`src/rtl/fetch_stage.sv`:
```
// ----------------------------------------------------------------------------
// fetch_stage
//
// Instruction fetch front end. Issues one instruction-memory request at a time
// from a running fetch PC, places each returned word into an output register
// for decode, and absorbs a single response in a one-entry hold buffer while
// decode is stalled. Redirects (branch/jump) replace the fetch PC, flush the
// output and hold buffer, and discard any response still in flight.
//
// Parameters
//   ARCH_LEN  address width
//   INST_LEN  instruction width
//   RESET_PC  first fetch address after reset
//   NOP_INST  bubble driven on inst_fetched_out when inst_valid_out=0
//
// Ports
//   clk, rst            clock; synchronous active-high reset
//   stall_in            decode stall; holds a valid output instruction
//   redirect_valid/pc   redirect request and target (low two bits ignored)
//   imem_req_*          request channel (valid/ready handshake, word address)
//   imem_rsp_*          response channel (1-cycle valid pulse, in order)
//   inst_fetched_out    instruction to decode, NOP_INST when not valid
//   inst_valid_out      inst_fetched_out holds a real instruction
//   pc_out              PC of inst_fetched_out
//   perf_fetched        (FETCH_PERF_CNT_EN) responses delivered to decode
//   perf_stall_cycles   (FETCH_PERF_CNT_EN) cycles with a valid output stalled
//
// Build option
//   FETCH_PERF_CNT_EN   adds the two 32-bit performance counter outputs.
// ----------------------------------------------------------------------------
module fetch_stage #(
  parameter int unsigned          ARCH_LEN = 32,
  parameter int unsigned          INST_LEN = 32,
  parameter logic [ARCH_LEN-1:0]  RESET_PC = 32'h0000_1000,
  parameter logic [INST_LEN-1:0]  NOP_INST = 32'h0000_0013
) (
  input  logic                clk,
  input  logic                rst,
  input  logic                stall_in,
  input  logic                redirect_valid,
  input  logic [ARCH_LEN-1:0] redirect_pc,
  output logic                imem_req_valid,
  input  logic                imem_req_ready,
  output logic [ARCH_LEN-1:0] imem_req_addr,
  input  logic                imem_rsp_valid,
  input  logic [INST_LEN-1:0] imem_rsp_data,
  output logic [INST_LEN-1:0] inst_fetched_out,
  output logic                inst_valid_out,
  output logic [ARCH_LEN-1:0] pc_out
`ifdef FETCH_PERF_CNT_EN
  ,
  output logic [31:0]         perf_fetched,
  output logic [31:0]         perf_stall_cycles
`endif
);

  typedef enum logic [1:0] {
    ST_IDLE = 2'd0,   // no request outstanding
    ST_REQ  = 2'd1,   // request presented, waiting for ready
    ST_WAIT = 2'd2    // request accepted, waiting for the response
  } state_t;

  state_t               r_state;
  state_t               w_state_nxt;

  logic [ARCH_LEN-1:0]  r_fetch_pc;
  logic [ARCH_LEN-1:0]  r_req_pc;      // PC of the request in flight
  logic                 r_drop;        // in-flight response belongs to a flushed path

  logic                 r_hold_valid;
  logic [INST_LEN-1:0]  r_hold_inst;
  logic [ARCH_LEN-1:0]  r_hold_pc;

  logic                 r_out_valid;
  logic [INST_LEN-1:0]  r_out_inst;
  logic [ARCH_LEN-1:0]  r_out_pc;

  logic                 w_accept;
  logic                 w_rsp;
  logic                 w_rsp_use;
  logic                 w_out_hold;
  logic                 w_rsp_to_hold;
  logic                 w_rsp_to_out;
  logic [ARCH_LEN-1:0]  w_redirect_target;

  // Masking rather than slicing keeps the whole redirect bus in use.
  assign w_redirect_target = redirect_pc & ~ARCH_LEN'(3);

  assign imem_req_valid = (r_state == ST_REQ) && !rst;
  assign imem_req_addr  = r_fetch_pc;

  assign w_accept      = imem_req_valid && imem_req_ready;
  // Only a response in WAIT answers our request; anything else is stale.
  assign w_rsp         = (r_state == ST_WAIT) && imem_rsp_valid;
  assign w_rsp_use     = w_rsp && !r_drop && !redirect_valid;
  assign w_out_hold    = stall_in && r_out_valid;
  assign w_rsp_to_hold = w_rsp_use && w_out_hold;
  assign w_rsp_to_out  = w_rsp_use && !w_out_hold;

  // ------------------------------------------------------------------------
  // FSM
  // ------------------------------------------------------------------------
  always_ff @(posedge clk) begin
    // NOTE: state elements use non-blocking assignments so every register
    // samples pre-edge values regardless of statement order.
    if (rst) r_state <= ST_IDLE;
    else     r_state <= w_state_nxt;
  end

  always_comb begin
    // NOTE: default assigned first so no path through the case leaves the
    // output unassigned, which would infer a latch.
    w_state_nxt = r_state;
    unique case (r_state)
      ST_IDLE: begin
        // A redirect empties the hold buffer, so fetching may restart.
        if (redirect_valid || !r_hold_valid) w_state_nxt = ST_REQ;
      end
      ST_REQ: begin
        if (w_accept) w_state_nxt = ST_WAIT;
      end
      ST_WAIT: begin
        if (w_rsp) w_state_nxt = w_rsp_to_hold ? ST_IDLE : ST_REQ;
      end
      default: w_state_nxt = ST_IDLE;
    endcase
  end

  // ------------------------------------------------------------------------
  // Fetch PC and drop flag
  // ------------------------------------------------------------------------
  always_ff @(posedge clk) begin
    if (rst) begin
      r_fetch_pc <= RESET_PC;
      r_drop     <= 1'b0;
    end else begin
      if (redirect_valid)  r_fetch_pc <= w_redirect_target;
      else if (w_accept)   r_fetch_pc <= r_fetch_pc + ARCH_LEN'(4);

      // A redirect coincident with the response needs no flag: that
      // response is discarded directly.
      if (w_rsp)
        r_drop <= 1'b0;
      else if (redirect_valid && ((r_state == ST_WAIT) || w_accept))
        r_drop <= 1'b1;
    end
  end

  // NOTE: pure datapath registers carry no reset; their contents are only
  // consumed under a valid/state qualifier that is itself reset.
  always_ff @(posedge clk) begin
    if (w_accept)      r_req_pc <= r_fetch_pc;
    if (w_rsp_to_hold) begin
      r_hold_inst <= imem_rsp_data;
      r_hold_pc   <= r_req_pc;
    end
  end

  // ------------------------------------------------------------------------
  // Hold buffer occupancy
  // ------------------------------------------------------------------------
  always_ff @(posedge clk) begin
    if (rst || redirect_valid)            r_hold_valid <= 1'b0;
    else if (w_rsp_to_hold)               r_hold_valid <= 1'b1;
    else if (!w_out_hold && r_hold_valid) r_hold_valid <= 1'b0;
  end

  // ------------------------------------------------------------------------
  // Output register: redirect > stall > hold buffer > new response > bubble
  // ------------------------------------------------------------------------
  always_ff @(posedge clk) begin
    if (rst) begin
      r_out_valid <= 1'b0;
      r_out_inst  <= NOP_INST;
      r_out_pc    <= '0;
    end else if (redirect_valid) begin
      r_out_valid <= 1'b0;
      r_out_inst  <= NOP_INST;
    end else if (w_out_hold) begin
      r_out_valid <= r_out_valid;
    end else if (r_hold_valid) begin
      r_out_valid <= 1'b1;
      r_out_inst  <= r_hold_inst;
      r_out_pc    <= r_hold_pc;
    end else if (w_rsp_to_out) begin
      r_out_valid <= 1'b1;
      r_out_inst  <= imem_rsp_data;
      r_out_pc    <= r_req_pc;
    end else begin
      r_out_valid <= 1'b0;
      r_out_inst  <= NOP_INST;
    end
  end

  assign inst_fetched_out = r_out_inst;
  assign inst_valid_out   = r_out_valid;
  assign pc_out           = r_out_pc;

`ifdef FETCH_PERF_CNT_EN
  // ------------------------------------------------------------------------
  // Performance counters (free-running, wrap at 2^32)
  // ------------------------------------------------------------------------
  logic [31:0] r_perf_fetched;
  logic [31:0] r_perf_stall;
  logic        w_deliver;

  // Mirrors the output-register load conditions for a real instruction.
  assign w_deliver = !redirect_valid && !w_out_hold && (r_hold_valid || w_rsp_to_out);

  always_ff @(posedge clk) begin
    if (rst) begin
      r_perf_fetched <= '0;
      r_perf_stall   <= '0;
    end else begin
      if (w_deliver)  r_perf_fetched <= r_perf_fetched + 32'd1;
      if (w_out_hold) r_perf_stall   <= r_perf_stall + 32'd1;
    end
  end

  assign perf_fetched      = r_perf_fetched;
  assign perf_stall_cycles = r_perf_stall;
`endif

endmodule

```
`config.mk`:
```
export PLATFORM = sky130hd
export DESIGN_NAME = fetch_stage
export DESIGN_NICKNAME = d
export VERILOG_FILES = /design/src/rtl/fetch_stage.sv
export SDC_FILE = /design/constraint.sdc
export NUM_CORES = 1
export LEC_CHECK = 0
export BUFFER_PORTS_ARGS = -buffer_cell sky130_fd_sc_hd__buf_2
export CAP_MARGIN = 30
export CELL_PAD_IN_SITES_DETAIL_PLACEMENT = 0
export CELL_PAD_IN_SITES_GLOBAL_PLACEMENT = 2
export CORE_UTILIZATION = 34
export DETAILED_ROUTE_END_ITERATION = 10
export PLACE_DENSITY = 0.88
export SYNTH_ARGS = -nofsm -noshare
export SYNTH_HDL_FRONTEND = slang
export SYNTH_SLANG_ARGS = --single-unit
```
`constraint.sdc`:
```
create_clock -name clk -period 16.1 [get_ports clk]
set_input_delay 2.415 -clock clk [delete_from_list [all_inputs] [get_ports clk]]
set_output_delay 2.415 -clock clk [all_outputs]
set_load 0.01 [all_outputs]
```
==> qor.yml <==
run_status:
  status: "finished clean"
finish:
  stdcell_area_mm2: 0.009281
  finalCoreUtilization_pct: 42.40
  final_common_cell: "buf_2"
  fin_nets: 872
  drive_gt1_share_pct: 26.54
  area_growth_syn_to_layout_pct: 22.03
  final_cell_mix: "161 x buf_2, 96 x dfxtp_1, 92 x edfxtp_1, 61 x nor2_1, 42 x a211oi_1"
  instances_no_fill: 1098
global_route:
  grt_pass1_wl_um: 30550
  track_usage_pct: 17.40
  grt_pass1_vias: 5393
  grt_util_met3_pct: 2.485
  grtUsageMet2_pct: 25.32
  busiest_layer: "met1"
  grt_overflow: 0
  use_met1_pct: 25.41
  antenna_found_initial: 4
  grt_max_degree: 68
synthesis:
  synth_cell_types: 53
  netlist_area_mm2: 0.007606
  synth_edf_count: 92
  seq_area_frac_synth_pct: 61.85
  synth-seq-cells: 189
  synth_warnings: 0
  synthArstFlopShare_pct: 0
  synth_flop_cell: "dfxtp_1"
  syn_area_per_cell_um2: 11.49
  netlist_instances: 662
clocking:
  clk_pin_slew_worst_paths_ns: 0.07
  clockBufferDepth: 2
  root_buffer: "clkbuf_16"
  htreeDepth: 4
  cts.sinks: 189
  cts_resized: 0
  cts_setup_buffers: 0
  clk_latency_ns: 0.43
  cts_tree: "built"
  cts_buffers: 17
  postCtsHoldBufs: 0
floorplanning:
  die_area_mm2: 0.02297
  start_util_pct: 34.75
  ios: 168
  die-height_um: 151.6
  coreArea_mm2: 0.02189
  fp.dieW_um: 151.6
  row_count: 54
placed_design:
  dp.cells: 1062
  gp_congestion: 0.7627
  place_area_mm2: 0.008692
  pre_cts_ws_ns: 10.27
  port_buffers: 161
  dp_hpwl_um: 13280
timing:
  max_slew_margin_pct: 41.13
  rsz0062_at_grt: "false"
  finalSetupTns_ns: 0
  slew_violations: 0
  finalCritPeriodShare_pct: 36.01
  fin_ws_ns: 10.30
  max_freq_ghz: 0.1725
  hold_violations: 0
  hold_slack_ns: 0.4552
  post-route-min-period_ns: 5.797
  worstMarginPinSlew_ns: 0.8831
  skew_ns: 0.01095
  setup_violations: 0
worst_setup_path:
  startpoint: "rst"
  critical_path_class: "input port to output pin"
  cp-start-kind: "input port"
  r2r_setup_slack_ns: 13.47
  critPathTopFamily: "buffers and inverters"
  critPathMaxFanout: 67
  worstPathArrival_ns: 3.38
  crit_slowest_cell: "buf_4"
  cp_cell_sequence: "buf_2 > buf_4 > nor3b_1 > buf_2"
  worst_path_largest_cell_delay_ns: 0.60
  required_ns: 13.69
  cp_num_buf_inv: 3
  worst_path_most_repeated_cell: "buf_2"
  r2r-start: "r_state[0]"
  end_kind: "output pin"
detailed_routing:
  antenna_left: 0
  first_iter_violations: 406
  dr.pass1.iters: 4
  via_per_inst: 5.250
  drc_errors: 0
  vias: 5765
  wl_um: 19760
  wl_per_cell_um: 18.00
power:
  vdd.ir_drop.worst_mv: 0.06482
  total_power_mw: 0.9935
  power.density_mw_per_mm2: 107.0
  leakage_nw: 3.295
worst_hold_path:
  hp-start: "r_req_pc[4]"
  hp-class: "flip-flop to flip-flop"
run:
  maxCapViolCount: 0
[worst reg2reg max path, delay by kind of cell, from the launching register on]
family                 cells  cell delay [ns]
DFF                        1             0.47
and+or+nand+nor            3             1.08
buffers and inverters      2             0.72
AOI/OAI and AO/OA          1             0.27
[cell usage after synthesis (3+ instances only)]
cell type	number	share of area, %
buf_1	4	0.20
a2111oi_0	4	0.46
nand4_1	13	1.1
edfxtp_1	92	36
and3_1	6	0.49
nor2_1	62	3.1
nand2_1	16	0.79
o211ai_1	4	0.39
nand3_1	7	0.46
o21ai_0	37	2.4
mux2i_1	31	4.1
clkbuf_1	47	2.3
nor3_1	10	0.66
or3_1	6	0.49
xnor2_1	8	0.92
buf_4	4	0.39
dfxtp_1	97	26
or4_1	9	0.89
a211oi_1	42	4.1
a31oi_1	4	0.33
o22ai_1	3	0.25
nor2b_1	4	0.33
inv_1	13	0.64
xor2_1	3	0.35
o31ai_1	5	0.49
and2_1	5	0.41
a21oi_1	41	2.7
nor4_1	10	0.82
a221oi_1	30	3.5
and4_1	7	0.81
a311oi_1	9	1.0
[power by group]
group / switching [mW] / internal, mW / total (mW)
Combinational: 0.0323 / 0.0227 / 0.0550
Clock: 0.183 / 0.228 / 0.411
Sequential: 0.0146 / 0.513 / 0.528
[final cells by class]
type | instances | area [um^2]
Tap cell | 280 | 350.3
Inverter | 13 | 48.80
Clock buffer | 20 | 467.9
Multi-Input combinational cell | 406 | 2664
Sequential cell | 189 | 4706
Clock inverter | 12 | 111.4
Timing Repair Buffer | 174 | 923.4
Antenna cell | 4 | 10.01
Fill cell | 2165 | 12610
[flip-flops by register name, indices dropped and copies added, names as in the netlist]
signal	cells
inst_fetched_out	32
r_hold_inst	32
imem_req_addr	30
pc_out	30
r_hold_pc	30
r_req_pc	30
r_state	2
inst_valid_out	1
r_drop	1
r_hold_valid	1
[worst paths after layout]
check | to | depth (start not counted)
worst min-delay path | r_hold_pc[4] | 0
worst max-delay path | imem_req_valid | 4
worst min register to register | r_hold_pc[4] | 0
worst max register to register | imem_req_addr[29] | 6
[kinds of logic after synthesis]
kind of cell	count (synthesis)	share of synthesized area, %
XOR/XNOR	11	1.267
multiplexers	31	4.080
adder cells (fa/ha/maj)	1	0.1645
buffers and inverters	70	3.685
AO/OA/AOI/OAI	187	16.66
other	1	0.04930
AND/OR/NAND/NOR	172	12.24
flip-flops	189	61.85
[per-layer routing]
| layer | wire length [um] | vias to the layer above |
|---|---|---|
| met5 | 0 | - |
| met4 | 294 | 0 |
| met3 | 806 | 21 |
| met2 | 9097 | 152 |
| met1 | 9565 | 2755 |
| li1 | - | 2837 |
Note: power is estimated with default switching activity, not from simulation.
